**src/rtl/butterfly_stage_sequencer_if.sv**
```systemverilog
// Bundle of the sequencer's control, read-address and write-address signals.
// The sequencer drives the master side; the memory/crossbar side uses the slave modport.
interface butterfly_stage_sequencer_if #(
    parameter int unsigned N_LOG2 = 10
);
    logic                i_START;
    logic                i_INVERSE;
    logic                i_STALL;
    logic                o_BUSY;
    logic                o_DONE;
    logic [3:0]          o_STAGE;
    logic [9:0]          o_STRIDE;
    logic                o_RD_EN;
    logic [N_LOG2-3:0]   o_RD_ADDR1;
    logic [N_LOG2-3:0]   o_RD_ADDR2;
    logic                o_WR_EN;
    logic [N_LOG2-3:0]   o_WR_ADDR1;
    logic [N_LOG2-3:0]   o_WR_ADDR2;

    modport master (
        input  i_START, i_INVERSE, i_STALL,
        output o_BUSY, o_DONE, o_STAGE, o_STRIDE,
        output o_RD_EN, o_RD_ADDR1, o_RD_ADDR2,
        output o_WR_EN, o_WR_ADDR1, o_WR_ADDR2
    );

    modport slave (
        output i_START, i_INVERSE, i_STALL,
        input  o_BUSY, o_DONE, o_STAGE, o_STRIDE,
        input  o_RD_EN, o_RD_ADDR1, o_RD_ADDR2,
        input  o_WR_EN, o_WR_ADDR1, o_WR_ADDR2
    );
endinterface

```
**src/rtl/butterfly_stage_sequencer.sv**
```systemverilog
// Sequences all N_LOG2 radix-2 stages: one two-row read per cycle, writes replayed through a
// PIPE_LAT-deep delay line, and a drain between stages so no stage reads rows still in flight.
module butterfly_stage_sequencer #(
    parameter int unsigned N_LOG2   = 10,
    parameter int unsigned PIPE_LAT = 4
) (
    input  logic                          i_CLK,
    input  logic                          i_RESET,
    butterfly_stage_sequencer_if.master   io_BUS
);
    localparam int unsigned AW = N_LOG2 - 2;
    localparam int unsigned PW = (N_LOG2 > 3) ? N_LOG2 - 3 : 1;
    localparam int unsigned NP = 1 << (N_LOG2 - 3);

    typedef enum logic [1:0] {StIdle, StRun, StDrain, StDone} state_t;

    state_t          r_state, w_state;
    logic [3:0]      r_stage, w_stage;
    logic [PW-1:0]   r_pair, w_pair;
    logic            r_inverse, w_inverse;

    logic            r_dl_vld [PIPE_LAT];
    logic [AW-1:0]   r_dl_a1  [PIPE_LAT];
    logic [AW-1:0]   r_dl_a2  [PIPE_LAT];

    logic            w_issue;
    logic            w_others;
    logic            w_last_wr;
    logic [3:0]      w_slog;
    logic [3:0]      w_b;
    logic [9:0]      w_stride;
    logic [AW-1:0]   w_mask;
    logic [AW-1:0]   w_p_ext;
    logic [AW-1:0]   w_a1;
    logic [AW-1:0]   w_a2;

    assign w_issue = (r_state == StRun);

    // Stride exponent; rows pair up RS = max(stride/4, 1) apart.
    assign w_slog   = r_inverse ? (4'(N_LOG2 - 1) - r_stage) : r_stage;
    assign w_b      = (w_slog < 4'd2) ? 4'd0 : (w_slog - 4'd2);
    assign w_stride = 10'(1) << w_slog;

    // Insert a zero at bit b of the pair counter to get the top row.
    assign w_p_ext = AW'(r_pair);
    assign w_mask  = (AW'(1) << w_b) - AW'(1);
    assign w_a1    = ((w_p_ext & ~w_mask) << 1) | (w_p_ext & w_mask);
    assign w_a2    = w_a1 + (AW'(1) << w_b);

    always_comb begin
        w_others = 1'b0;
        for (int i = 0; i < int'(PIPE_LAT) - 1; i++) begin
            w_others = w_others | r_dl_vld[i];
        end
    end

    assign w_last_wr = r_dl_vld[PIPE_LAT-1] && !w_others;

    always_ff @(posedge i_CLK) begin
        if (i_RESET) begin
            r_state   <= StIdle;
            r_stage   <= '0;
            r_pair    <= '0;
            r_inverse <= 1'b0;
        end else begin
            r_state   <= w_state;
            r_stage   <= w_stage;
            r_pair    <= w_pair;
            r_inverse <= w_inverse;
        end
    end

    always_comb begin
        w_state   = r_state;
        w_stage   = r_stage;
        w_pair    = r_pair;
        w_inverse = r_inverse;
        if (!io_BUS.i_STALL) begin
            unique case (r_state)
                StIdle: begin
                    if (io_BUS.i_START) begin
                        w_state   = StRun;
                        w_stage   = '0;
                        w_pair    = '0;
                        w_inverse = io_BUS.i_INVERSE;
                    end
                end
                StRun: begin
                    if (r_pair == PW'(NP - 1)) begin
                        w_state = StDrain;
                        w_pair  = '0;
                    end else begin
                        w_pair = r_pair + PW'(1);
                    end
                end
                StDrain: begin
                    if (w_last_wr) begin
                        if (r_stage == 4'(N_LOG2 - 1)) begin
                            w_state = StDone;
                        end else begin
                            w_state = StRun;
                            w_stage = r_stage + 4'd1;
                        end
                    end
                end
                StDone: begin
                    w_state = StIdle;
                end
                default: begin
                    w_state = StIdle;
                end
            endcase
        end
    end

    always_ff @(posedge i_CLK) begin
        if (i_RESET) begin
            for (int i = 0; i < int'(PIPE_LAT); i++) begin
                r_dl_vld[i] <= 1'b0;
                r_dl_a1[i]  <= '0;
                r_dl_a2[i]  <= '0;
            end
        end else if (!io_BUS.i_STALL) begin
            r_dl_vld[0] <= w_issue;
            r_dl_a1[0]  <= w_issue ? w_a1 : '0;
            r_dl_a2[0]  <= w_issue ? w_a2 : '0;
            for (int i = 1; i < int'(PIPE_LAT); i++) begin
                r_dl_vld[i] <= r_dl_vld[i-1];
                r_dl_a1[i]  <= r_dl_a1[i-1];
                r_dl_a2[i]  <= r_dl_a2[i-1];
            end
        end
    end

    assign io_BUS.o_BUSY     = (r_state != StIdle);
    assign io_BUS.o_DONE     = (r_state == StDone);
    assign io_BUS.o_STAGE    = (w_issue || r_state == StDrain) ? r_stage : 4'd0;
    assign io_BUS.o_STRIDE   = (w_issue || r_state == StDrain) ? w_stride : 10'd0;
    assign io_BUS.o_RD_EN    = w_issue && !io_BUS.i_STALL;
    assign io_BUS.o_RD_ADDR1 = w_issue ? w_a1 : '0;
    assign io_BUS.o_RD_ADDR2 = w_issue ? w_a2 : '0;
    assign io_BUS.o_WR_EN    = r_dl_vld[PIPE_LAT-1] && !io_BUS.i_STALL;
    assign io_BUS.o_WR_ADDR1 = r_dl_vld[PIPE_LAT-1] ? r_dl_a1[PIPE_LAT-1] : '0;
    assign io_BUS.o_WR_ADDR2 = r_dl_vld[PIPE_LAT-1] ? r_dl_a2[PIPE_LAT-1] : '0;

endmodule

```
**src/flat_wrapper.sv**
```systemverilog
// flat-port wrapper written by rule: the top's interface ports become plain ports
module butterfly_stage_sequencer_flat 
#(
    parameter int unsigned N_LOG2   = 10,
    parameter int unsigned PIPE_LAT = 4
)
  (i_CLK, i_RESET, io_BUS_i_START, io_BUS_i_INVERSE, io_BUS_i_STALL, io_BUS_o_BUSY, io_BUS_o_DONE, io_BUS_o_STAGE, io_BUS_o_STRIDE, io_BUS_o_RD_EN, io_BUS_o_RD_ADDR1, io_BUS_o_RD_ADDR2, io_BUS_o_WR_EN, io_BUS_o_WR_ADDR1, io_BUS_o_WR_ADDR2);
  butterfly_stage_sequencer_if #(.N_LOG2(N_LOG2)) io_BUS_i ();
  input  logic i_CLK;
  input  logic i_RESET;
  input wire logic [$bits(io_BUS_i.i_START)-1:0] io_BUS_i_START;
  input wire logic [$bits(io_BUS_i.i_INVERSE)-1:0] io_BUS_i_INVERSE;
  input wire logic [$bits(io_BUS_i.i_STALL)-1:0] io_BUS_i_STALL;
  output wire logic [$bits(io_BUS_i.o_BUSY)-1:0] io_BUS_o_BUSY;
  output wire logic [$bits(io_BUS_i.o_DONE)-1:0] io_BUS_o_DONE;
  output wire logic [$bits(io_BUS_i.o_STAGE)-1:0] io_BUS_o_STAGE;
  output wire logic [$bits(io_BUS_i.o_STRIDE)-1:0] io_BUS_o_STRIDE;
  output wire logic [$bits(io_BUS_i.o_RD_EN)-1:0] io_BUS_o_RD_EN;
  output wire logic [$bits(io_BUS_i.o_RD_ADDR1)-1:0] io_BUS_o_RD_ADDR1;
  output wire logic [$bits(io_BUS_i.o_RD_ADDR2)-1:0] io_BUS_o_RD_ADDR2;
  output wire logic [$bits(io_BUS_i.o_WR_EN)-1:0] io_BUS_o_WR_EN;
  output wire logic [$bits(io_BUS_i.o_WR_ADDR1)-1:0] io_BUS_o_WR_ADDR1;
  output wire logic [$bits(io_BUS_i.o_WR_ADDR2)-1:0] io_BUS_o_WR_ADDR2;
  assign io_BUS_i.i_START = io_BUS_i_START;
  assign io_BUS_i.i_INVERSE = io_BUS_i_INVERSE;
  assign io_BUS_i.i_STALL = io_BUS_i_STALL;
  assign io_BUS_o_BUSY = io_BUS_i.o_BUSY;
  assign io_BUS_o_DONE = io_BUS_i.o_DONE;
  assign io_BUS_o_STAGE = io_BUS_i.o_STAGE;
  assign io_BUS_o_STRIDE = io_BUS_i.o_STRIDE;
  assign io_BUS_o_RD_EN = io_BUS_i.o_RD_EN;
  assign io_BUS_o_RD_ADDR1 = io_BUS_i.o_RD_ADDR1;
  assign io_BUS_o_RD_ADDR2 = io_BUS_i.o_RD_ADDR2;
  assign io_BUS_o_WR_EN = io_BUS_i.o_WR_EN;
  assign io_BUS_o_WR_ADDR1 = io_BUS_i.o_WR_ADDR1;
  assign io_BUS_o_WR_ADDR2 = io_BUS_i.o_WR_ADDR2;
  butterfly_stage_sequencer #(.N_LOG2(N_LOG2), .PIPE_LAT(PIPE_LAT)) u_core (.i_CLK(i_CLK), .i_RESET(i_RESET), .io_BUS(io_BUS_i));
endmodule
```
**config.mk**
```make
export PLATFORM = sky130hd
export DESIGN_NAME = butterfly_stage_sequencer_flat
export DESIGN_NICKNAME = d
export VERILOG_FILES = /design/src/rtl/butterfly_stage_sequencer_if.sv /design/src/rtl/butterfly_stage_sequencer.sv /design/src/flat_wrapper.sv
export SDC_FILE = /design/constraint.sdc
export NUM_CORES = 1
export LEC_CHECK = 0
export CAP_MARGIN = 20
export CORE_UTILIZATION = 45
export CTS_BUF_LIST = sky130_fd_sc_hd__clkbuf_8
export CTS_CLUSTER_DIAMETER = 150
export DETAILED_ROUTE_END_ITERATION = 8
export PLACE_DENSITY = 0.74
export SLEW_MARGIN = 20
export SYNTH_ARGS = -nofsm -noshare
export SYNTH_HDL_FRONTEND = slang
export SYNTH_SLANG_ARGS = --single-unit
```
**constraint.sdc**
```tcl
create_clock -name i_CLK -period 12.5 [get_ports i_CLK]
set_clock_uncertainty 0.05 [all_clocks]
set_input_delay 2.5 -clock i_CLK [delete_from_list [all_inputs] [get_ports i_CLK]]
set_output_delay 2.5 -clock i_CLK [all_outputs]
set_load 0.005 [all_outputs]
```
### Word level (Yosys, flattened, before mapping)

Memory sizes are Yosys's and may differ from the RTL's.
Index checks and enable logic that the tools add are counted.

* input port bits: 5
* memories: 3
* memory bits (writable): 68
* bits in registers: 14

Memories
* u_core.r_dl_a1: words 4, width 8, read ports 4, clocked after memory_dff 0, wr ports 4, line butterfly_stage_sequencer.sv:23 `logic [AW-1:0] r_dl_a1 [PIPE_LAT];`
* u_core.r_dl_a2: words 4, width 8, read ports 4, clocked after memory_dff 0, wr ports 4, line butterfly_stage_sequencer.sv:24 `logic [AW-1:0] r_dl_a2 [PIPE_LAT];`
* u_core.r_dl_vld: words 4, width 1, read ports 4, clocked after memory_dff 0, wr ports 4, line butterfly_stage_sequencer.sv:22 `logic r_dl_vld [PIPE_LAT];`

* mux-type cells: 37
* shift operators: 2
* eq/ne operators: 9
* add/sub/neg operators: 6
* magnitude comparators: 1
* reductions and logical operators: 14
* bitwise operators: 19

Operator list (number)
* 8-bit two-way mux: 12
* 4-bit two-way mux: 6
* 7-bit two-way mux: 2
* 1-bit OR: 14
* 7-bit one-hot mux with 2 select lines: 1
* 10-bit two-way mux: 1
* 1-bit by 4-bit left shift with 10-bit output (first input constant): 1
* 1-bit two-way mux: 9
* 8-bit adder: 1
* 7-bit by 8-bit AND with 8-bit output: 1
* 2-bit two-way mux: 4
* 8-bit OR: 1
* 2-bit one-hot mux with 4 select lines: 1
* 4-bit one-hot mux with 2 select lines: 1
* 1-bit by 4-bit left shift with 8-bit output (first input constant): 1
* 8-bit by 2-bit subtractor with 8-bit output (second input constant): 1
* 7-bit by 1-bit adder with 7-bit output (second input constant): 1
* 7-bit AND: 1
* 7-bit == test (second input constant): 1
* 7-bit NOT: 1
* 2-bit inequality test (second input constant): 3
* 3-bit AND reduction: 2
* 2-bit nonzero test: 3
* 5-bit AND reduction: 1
* 14 further kinds: 18

### Longest topological paths before layout

* word-level depth: 12
* mapped depth: 21

### Worst setup path before layout

Ideal clock, no wire load.

* path kind: reg-to-output
* start point: register u_core.r_stage[1]
* end point: output port io_BUS_o_RD_ADDR2[7]
* data arrival time: 4094 ps
* buffers on the path: 2
* path slack: 5856 ps
* data required time: 9950 ps
* stages on the path, launching flop included: 21
* path through: dfxtp_1 -> inv_1 -> clkbuf_1 -> ha_1 -> buf_2 -> nand2_1 -> o32ai_1 -> a221oi_1 -> nor2_1 -> inv_1 -> ha_1 -> or4_1 -> a31oi_1 -> o21ai_0 -> nand2_1 -> ha_1 -> nand2_1 -> o21ai_0 -> o41a_1 -> a21o_1 -> a21oi_1

* cells in the longest elaborated chain, start to end: 11
* elaborated cells between the ends (all ways): 13
* classes of those cells: 4 x add/sub; 1 x order compare; 1 x shift; 3 x mux; 4 x bitwise

RTL lines
* start: declaration: line butterfly_stage_sequencer.sv:18 `logic [3:0] r_stage, w_stage;`
* start signal: assignment: line butterfly_stage_sequencer.sv:67 `r_stage <= w_stage;`
* 4-bit subtractor: line butterfly_stage_sequencer.sv:40 `assign w_slog = r_inverse ? (4'(N_LOG2 - 1) - r_stage) : r_stage;`
* 4-bit two-way mux (*): line butterfly_stage_sequencer.sv:40
* 4-bit by 2-bit subtractor with 4-bit output / 4-bit by 2-bit less-than comparator with 1-bit output (equally long branches): line butterfly_stage_sequencer.sv:41 `assign w_b = (w_slog < 4'd2) ? 4'd0 : (w_slog - 4'd2);`
* 4-bit two-way mux (*): line butterfly_stage_sequencer.sv:41
* 1-bit by 4-bit left shift with 8-bit output (*): line butterfly_stage_sequencer.sv:46, butterfly_stage_sequencer.sv:48
* 8-bit by 2-bit subtractor with 8-bit output: line butterfly_stage_sequencer.sv:46 `assign w_mask = (AW'(1) << w_b) - AW'(1);`
* 7-bit NOT: line butterfly_stage_sequencer.sv:47 `assign w_a1 = ((w_p_ext & ~w_mask) << 1) | (w_p_ext & w_mask);`
* 7-bit AND: line butterfly_stage_sequencer.sv:47
* 8-bit OR: line butterfly_stage_sequencer.sv:47
* 8-bit adder (*): line butterfly_stage_sequencer.sv:48 `assign w_a2 = w_a1 + (AW'(1) << w_b);`
* 8-bit two-way mux (*): line butterfly_stage_sequencer.sv:141 `assign io_BUS.o_RD_ADDR2 = w_issue ? w_a2 : '0;`
* end: declaration: line flat_wrapper.sv:20 `output wire logic [$bits(io_BUS_i.o_RD_ADDR2)-1:0] io_BUS_o_RD_ADDR2;`

Every way passes the cells marked *; elsewhere a longest branch is shown, timed or not.

### Worst setup path in the final report

Ends and elaborated chain as after synthesis.

==> impl_results.md <==
* Number of synthesized flops with an enable pin at 68
* MaxCap Viol Count at 0
* Setup CP Type: reg -> out
* Hold buffer count at cts at 0
* Top Usage Layer GRT: met2
* WP buf/inv at 3
* Post-route minimum period at 8.22 ns
* Hpwl dp at 6150 um
* Clock Tree Buf Depth at 2
* Number of global-route vias before repair at 2976
* Design area at 5290 um^2
* Full die area at 10400 um^2
* Crit path max-delay family: compound AO/OA/AOI/OAI gates
* Drt initial violations at 168
* Routed Antenna Nets at 0
* DR WL/cell at 14.2 um
* Worst hold stages at 1
* TritonRoute pass-1 iters at 4
* Met3 Track Usage GR at 3.76%
* Leakage at 0.00198 uW
* Filler instances at 865
* Via Count at 3271
* Antenna diode count at 0
* VDD IR-drop max at 81.7 uV
* Number of synthesized register bits at 82
* Ports at 55
* Setup TNS at 0 ns
* Core box area at 9730 um^2
* Mapped Nets at 452
* YS warnings at 0
* HP Class: reg -> reg
* Final Hold Fails at 0
* Final estimated routing congestion in global placement at 0.860
* Initial antenna violation count at 0
* R2r startpoint: u_core.r_stage[1]$_SDFFE_PP0P_
* Setup violators final at 0
* Via density at 5.34
* Largest net degree at the start of global routing at 69
* Least-Margin Pin Slew at 0.818 ns
* Fin. max-slew vios at 0
* GR Util met1 at 20.6%
* First-pass GRT wire length at 14000 um
* Port Buf Inserts at 54
* Die width at 102 um
* Reg2Reg Depth at 18
* CP Launch Type: register
* CTS tree: built
* Worst-Skew Late Latency at 0.34 ns
* Row count at 36
* Fmax at 0.122 GHz
* Pwr/cell area at 102 nW/um^2
* Rel. slew slack at 44.7%
* Gr ovfl total at 0
* Hold Crit Start: u_core.r_dl_a2[0][6]$_SDFFCE_PN0P_
* Post-Place Worst Slack at 4.65 ns
* FF-to-FF setup slack at 7.53 ns
* Hold WS at 0.462 ns
* Most used cell, CP: ha_1
* Total track usage at 17.5%
* Slowest stage cell, crit path: dfxtp_1
* Status: finished clean
* CTS Buf Count at 9
* FF-to-FF End: u_core.r_dl_a2[0][7]$_SDFFCE_PN0P_
* Post-Syn Instances at 431
* WP data required at 9.95 ns
* Drt drc at 0
* Final nets at 495
* Crit. End Element: output port
* Post-synth ARST share at 0%
* DIE HEIGHT at 102 um
* Worst path cell trace: inv_1 -> ha_1 -> o21a_1 -> o32ai_1 -> a221oi_1 -> nor2_1 -> inv_1 -> ha_1 -> or4_1 -> a31oi_1 -> o21ai_0 -> nand2_1 -> ha_1 -> nand2_1 -> o21ai_0 -> o41a_1 -> a21o_1 -> a21oi_1 -> clkdlybuf4s50_1
* Yosys cell types at 61
* Unrepaired setup endpoints after global routing: no
* Cts repair resizes at 0
* WL final at 8720 um
* Met2 Track Usage GR at 31.3%
* Pwr Total at 541 uW
* Starting Density at 46.3%
* Avg Inst Size Synth at 10.4 um^2
* CTS sink count at 82
* Setup Buffers After CTS at 0
* Worst-path fanout max at 16
* CP peak stage delay at 0.65 ns
* Root buf cell: clkbuf_8
* P&R area growth vs syn at 17.5%
* Clock-pin transition on the worst setup and hold timing paths at 0.09 ns
* Most used flip-flop cell after synthesis: edfxtp_1
* Worst EP arrival at 5.67 ns
* Final WS setup at 4.28 ns
* Share of post-route cells with drive strength above 1 at 5.01%
* Sequential area share after synthesis at 51.6%
* CTS H-tree lvls at 3
* Post-DP Area at 5110 um^2
* Tcrit/Tclk final at 65.8%
* Mapped cell area at 4500 um^2
* Worst hold endpoint: u_core.r_dl_a2[1][6]$_SDFFCE_PN0P_
## stage by stage
step	utilization, %	instances
2_1_floorplan	-	431
3_3_place_gp	52.5	596
3_5_place_dp	52.5	596
4_1_cts	54.4	612
5_1_grt	54.4	612
6_report	54.4	612
## flip-flops by register name, summed over array words and instances, names as in the netlist
signal,count
u_core.r_state,2
u_core.r_stage,4
u_core.r_dl_vld,4
u_core.r_dl_a1,32
u_core.r_pair,7
u_core.r_dl_a2,32
u_core.r_inverse,1
## power breakdown
| group | internal [uW] | leakage, uW | total (uW) | switching (uW) |
|---|---|---|---|---|
| logic | 22.1 | 0.00103 | 52.5 | 30.3 |
| clock network | 73.2 | 0.0000799 | 174 | 100 |
| registers | 309 | 0.000868 | 315 | 5.61 |
| total | 405 | 0.00198 | 541 | 136 |
## metal layers
layer	vias to the layer above	wire, um
li1	1604	-
met1	1585	3680
met2	70	4510
met3	12	396
met4	0	129
met5	-	0
## layout make-up
type                       count  area, um^2  share of cell area [%]
clock inverter                 7        52.6                   0.994
sequential                    82        2320                    43.9
clock buffer                   9         124                    2.34
timing repair buffer          55         548                    10.4
multi-input combinational    303        1990                    37.6
inverter                      23        86.3                    1.63
tap                          133         166                    3.15
## logic make-up after synthesis
| family | share of synthesized area (%) |
|---|---|
| AOI/OAI and AO/OA | 9.68 |
| other | 0.0833 |
| and+or+nand+nor | 25.0 |
| muxes | 1.11 |
| buffers and inverters | 4.42 |
| xor gates and xnor gates | 3.48 |
| DFF | 51.6 |
| adders and majority gates | 4.61 |
## Yosys cell counts, types with 4 or more instances
library cell  instances  area (um^2)
a21oi_1              13         65.1
a31oi_1               6         37.5
and2_1               78          488
and3_1                6         37.5
buf_2                 6         30.0
clkbuf_1             14         52.6
dfxtp_1              14          280
edfxtp_1             68         2040
ha_1                 15          188
inv_1                23         86.3
mux2i_1               5         50.1
nand2_1              22         82.6
nand2b_1              4         25.0
nand3_1               9         45.0
nand3b_1              4         30.0
nor2_1               43          161
nor2b_1               5         31.3
nor3_1                9         45.0
o21ai_0               8         40.0
or3_1                 4         25.0
or4_1                 4         30.0
xnor2_1              13          114
## cell usage in the layout, fill, tap and decap left out, types with 4 or more instances in the layout
cell	instances
and2_1	78
edfxtp_1	68
clkdlybuf4s50_1	54
nor2_1	42
inv_1	23
nand2_1	22
ha_1	15
dfxtp_1	14
a21oi_1	13
xnor2_1	13
nor3_1	9
nand3_1	9
clkbuf_8	9
o21ai_0	8
a31oi_1	6
and3_1	6
mux2i_1	5
nor2b_1	5
nand3b_1	4
or4_1	4
or3_1	4
## how the worst max path moves through the flow
| stage | startpoint | to | cells past startpoint | slack, ns |
|---|---|---|---|---|
| after detailed placement | u_core.r_stage[1]$_SDFFE_PP0P_ | io_BUS_o_RD_ADDR2[7] | 19 | 4.65 |
| after global routing | u_core.r_stage[1]$_SDFFE_PP0P_ | io_BUS_o_RD_ADDR2[6] | 18 | 3.67 |
| after floorplan | u_core.r_stage[1]$_SDFFE_PP0P_ | io_BUS_o_RD_ADDR2[7] | 20 | 5.86 |
| final | u_core.r_stage[1]$_SDFFE_PP0P_ | io_BUS_o_RD_ADDR2[7] | 19 | 4.28 |
| after global placement | u_core.r_stage[1]$_SDFFE_PP0P_ | io_BUS_o_RD_ADDR2[7] | 19 | 4.81 |
| after CTS | u_core.r_stage[1]$_SDFFE_PP0P_ | io_BUS_o_RD_ADDR2[7] | 19 | 4.25 |
Note: power is estimated with default switching activity, not from simulation.
